**src/rtl/controlador_display7seg.sv**
```systemverilog
// Two-digit decimal driver for a 4-digit multiplexed common-anode 7-segment display.
// Optional: define LEADING_ZERO_BLANK_EN to darken the tens digit for values 0..9.
module controlador_display7seg #(
  parameter int unsigned REFRESH_COUNT = 100000,
  parameter int unsigned GAP_COUNT     = 16
) (
  input  logic       clk,
  input  logic       rst,
  input  logic [3:0] bin,
  output logic [6:0] seg,
  output logic [3:0] an,
  output logic       dp
);

  localparam int unsigned MAX_RG = (REFRESH_COUNT > GAP_COUNT) ? REFRESH_COUNT : GAP_COUNT;
  localparam int unsigned MAX_C  = (MAX_RG > 2) ? MAX_RG : 2;
  localparam int unsigned CW     = $clog2(MAX_C);
  localparam logic [CW-1:0] REF_LAST = CW'(REFRESH_COUNT - 1);
  localparam logic [CW-1:0] GAP_LAST = CW'((GAP_COUNT > 0) ? GAP_COUNT - 1 : 0);

  typedef enum logic [1:0] {S_UNI, S_GAP0, S_DEC, S_GAP1} state_t;

  state_t        r_state;
  logic [CW-1:0] r_cnt;
  logic [3:0]    r_valor;

  logic       w_last;
  logic       w_tens;
  logic [3:0] w_units;

  function automatic logic [6:0] enc(input logic [3:0] d);
    case (d)
      4'd0:    enc = 7'b1000000;
      4'd1:    enc = 7'b1111001;
      4'd2:    enc = 7'b0100100;
      4'd3:    enc = 7'b0110000;
      4'd4:    enc = 7'b0011001;
      4'd5:    enc = 7'b0010010;
      4'd6:    enc = 7'b0000010;
      4'd7:    enc = 7'b1111000;
      4'd8:    enc = 7'b0000000;
      4'd9:    enc = 7'b0010000;
      default: enc = 7'b1111111;
    endcase
  endfunction

  always_comb begin
    if (r_state == S_UNI || r_state == S_DEC) w_last = (r_cnt == REF_LAST);
    else                                      w_last = (r_cnt == GAP_LAST);
  end

  // valor only loads on entry to S_UNI, so one frame always shows a single sample
  always_ff @(posedge clk) begin
    if (rst) begin
      r_state <= S_UNI;
      r_cnt   <= '0;
      r_valor <= '0;
    end else if (w_last) begin
      r_cnt <= '0;
      case (r_state)
        S_UNI:  r_state <= (GAP_COUNT == 0) ? S_DEC : S_GAP0;
        S_GAP0: r_state <= S_DEC;
        S_DEC: begin
          if (GAP_COUNT == 0) begin
            r_state <= S_UNI;
            r_valor <= bin;
          end else begin
            r_state <= S_GAP1;
          end
        end
        default: begin
          r_state <= S_UNI;
          r_valor <= bin;
        end
      endcase
    end else begin
      r_cnt <= r_cnt + CW'(1);
    end
  end

  always_comb begin
    w_tens  = (r_valor >= 4'd10);
    w_units = r_valor - (w_tens ? 4'd10 : 4'd0);
  end

  always_comb begin
    an  = '1;
    seg = '1;
    case (r_state)
      S_UNI: begin
        an  = 4'b1110;
        seg = enc(w_units);
      end
      S_DEC: begin
`ifdef LEADING_ZERO_BLANK_EN
        if (w_tens) begin
          an  = 4'b1101;
          seg = enc(4'd1);
        end
`else
        an  = 4'b1101;
        seg = enc({3'b000, w_tens});
`endif
      end
      default: ;
    endcase
  end

  assign dp = 1'b1;

endmodule

```
**config.mk**
```make
export PLATFORM = sky130hd
export DESIGN_NAME = controlador_display7seg
export DESIGN_NICKNAME = d
export VERILOG_FILES = /design/src/rtl/controlador_display7seg.sv
export SDC_FILE = /design/constraint.sdc
export NUM_CORES = 1
export LEC_CHECK = 0
export CELL_PAD_IN_SITES_DETAIL_PLACEMENT = 0
export CELL_PAD_IN_SITES_GLOBAL_PLACEMENT = 1
export CORE_AREA = 4 4 49 94
export DETAILED_ROUTE_END_ITERATION = 16
export DIE_AREA = 0 0 53 98
export PLACE_DENSITY = 0.76
export SLEW_MARGIN = 20
export SYNTH_ARGS = -nofsm -noshare
export SYNTH_HDL_FRONTEND = slang
export SYNTH_SLANG_ARGS = --single-unit
```
**constraint.sdc**
```tcl
create_clock -name clk -period 3.1 [get_ports clk]
set_input_delay 0.93 -clock clk [delete_from_list [all_inputs] [get_ports clk]]
set_output_delay 0.93 -clock clk [all_outputs]
set_load 0.02 [all_outputs]
```
==> impl_metrics.csv <==
group,metric,value,unit
timing,fmax,333.1,MHz
floorplan,initial_core_util,0.3863,
timing,max_slew_margin,0.6278,
synth,ys_top_cells_by_area,"dfxtp_1 31%, ha_1 11%, nor3_1 5.7%",
synth,synth_common_cells,"23 x dfxtp_1, 17 x nor3_1, 13 x ha_1, 13 x nand2b_1, 11 x nand2_1",
layout,postLayoutCoreUtil,0.4729,
layout,area_delta_synth_final,22.44,%
placed_design,port_buffers,14,
drt,firstDrtPassIters,4,
timing,setup_violations,0,
clock_tree,ctsHoldBuffers,0,
placed_design,hpwl,2660,um
synth,avgSynthCellArea,8.428,sq um
clock_tree,h-tree-depth,1,
layout,fillers,408,
status,status,"finished, final reports clean",
floorplan,rows,32,
timing,hold_viol,0,
timing,rsz0062_at_grt,"true",
drt,route.detailed.drc,0,
floorplan,die_w,53,um
critical_path,reg2reg_slack,1.27,ns
clock_tree,cts_made_buffers,3,
synth,synth_edf_count,0,
global_routing,antenna_found_initial,0,
global_routing,grt_start_max_net_pins,30,
global_routing,grt_pass1_wl,6023,um
clock_tree,cts_sinks,23,
critical_path,cp-end-kind,"output port",
synth,yosysWarningCount,0,
clock_tree,clkTransAtPathRegs,0.08,ns
drt,ant_nets,0,
power,p_per_area,280.3,nW/um^2
synth,syn_area,1500,sq um
synth,synthCells,178,
power,vdd_ir_drop_max,0.2626,mV
synth,synth_seq_area_share,0.3069,
clock_tree,cts_tree,"done",
critical_path,cp_max_fo,2,
synth,ys_ff_latch,23,
flow_run,drv_cap,0,
synth,ys_async_sr_fraction,0,
global_routing,track_usage,0.1514,
global_routing,grt_pass1_vias,1368,
synth,yosys.area.top_type,"dfxtp_1",
placed_design,place_area,1740,sq um
clock_tree,cts_root_buf,"clkbuf_8",
drt,vias_per_cell,5.203,
timing,whs,0.4961,ns
synth,yosys_most_used_dff,"dfxtp_1",
drt,drtIter0Drc,20,
floorplan,pin_count,18,
layout,drive_gt1_frac,0.2150,
power,p_leak,0.0006659,uW
timing,post-route-period-util,0.9683,
critical_path,path_class,"reg -> out",
drt,vias,1306,
layout,nNetsFinal,220,
placed_design,finalWeightedCongestion,0.7802,
synth,synth_cell_types,39,
drt,wl,3519,um
critical_path,startpoint_type,"register",
timing,maxSlewViolCount,0,
timing,min_period,3.002,ns
layout,n_antenna_cell,0,
floorplan,core,3884,sq um
timing,tightest_slew,0.5570,ns
global_routing,grt_remaining_overflow,0,
timing,setup_tns,0,ns
clock_tree,clock_latency,0.27,ns
floorplan,dieArea,5194,sq um
layout,postLayoutCellArea,1837,sq um
drt,wl_per_cell,14.02,um
floorplan,die_h,98,um
min_path,hold_class,"reg -> reg",
critical_path,cp.required,2.17,ns
clock_tree,clockBufferDepth,2,
synth,yosys.area.top_type_share,0.3069,
timing,skew,0.003202,ns
synth,synth.most_common_cell,"dfxtp_1",
critical_path,arrival,2.07,ns
sequential cells by signal (all words and copies together), names as in the netlist:
register  count
r_valor       4
r_cnt        17
r_state       2
metrics by stage:
stage / total power, uW / cells / worst slack, ns
final: 514.8 / 251 / 0.09826
after global routing: 541.8 / 251 / -0.02639
after CTS: 524.6 / 251 / -0.08154
after detailed placement: 335.5 / 246 / -0.1327
after global placement: 334.3 / 246 / -0.06866
after floorplan: 327.6 / 180 / 0.2930
layout make-up:
type,count,area [sq um],share of cell area
Clock inverter,1,5.005,0.002725
Multi-Input combinational cell,138,1023,0.5572
Sequential cell,23,462.9,0.2520
Tap cell,51,63.81,0.03474
Clock buffer,3,41.29,0.02248
Inverter,10,40.04,0.02180
Timing Repair Buffer,25,200.2,0.1090
cell families (layout without fill, tap and decap cells):
logic type,after synthesis,count (layout),synth area share
xor gates and xnor gates,14,14,0.08174
DFF,23,23,0.3069
and+or+nand+nor,79,79,0.2994
adders and majority gates,13,13,0.1084
buffers and inverters,19,39,0.05588
other,1,3,0.002500
AOI/OAI and AO/OA,23,23,0.1051
muxes,6,6,0.04003
power by group:
group	leakage [uW]	switching (uW)	internal, uW
logic	0.000454	13.2	12.8
registers	0.000187	3.61	298
clock network	0.0000255	97.0	89.8
total	0.000666	114	401
repair_timing:
item	4_1_cts	5_1_grt
gates resized for setup	22	21
setup endpoints to repair	7	7
buffers inserted	1	0
pin swaps	2	4
hold endpoints to repair	0	0
worst paths after layout:
check / from / endpoint / depth (start not counted)
max reg2reg: r_cnt[0] / r_state[1] / 5
min: r_cnt[0] / r_cnt[0] / 1
min reg2reg: r_cnt[0] / r_cnt[0] / 1
max: r_valor[2] / seg[6] / 9
layout by cell type, fill, tap and decap left out, types with 6 or more instances in the layout:
| master | count |
|---|---|
| dfxtp_1 | 21 |
| buf_4 | 11 |
| nand2_1 | 11 |
| o21ai_0 | 6 |
| nand3_1 | 9 |
| xnor2_1 | 7 |
| inv_1 | 9 |
| nor3_1 | 17 |
| mux2i_1 | 6 |
| ha_1 | 10 |
| clkdlybuf4s50_1 | 7 |
| xor2_1 | 6 |
| nand2b_1 | 13 |
metal layers:
| metal | GRT usage | up-vias | wire [um] |
|---|---|---|---|
| met2 | 0.2941 | 22 | 2095 |
| met4 | 0.05709 | 0 | 46 |
| met1 | 0.1532 | 615 | 1323 |
| li1 | - | 665 | - |
| met5 | 0 | - | 0 |
| met3 | 0.01527 | 4 | 53 |
critical path, cell delays in order (launching register included):
cell and delay (ns):
dfxtp_2 0.32, o21a_1 0.21, ha_4 0.29, inv_4 0.04, ha_4 0.14, or2_4 0.22
a21boi_2 0.16, mux2i_1 0.15, nand3_1 0.12, buf_6 0.16
Note: power is estimated with default switching activity, not from simulation.
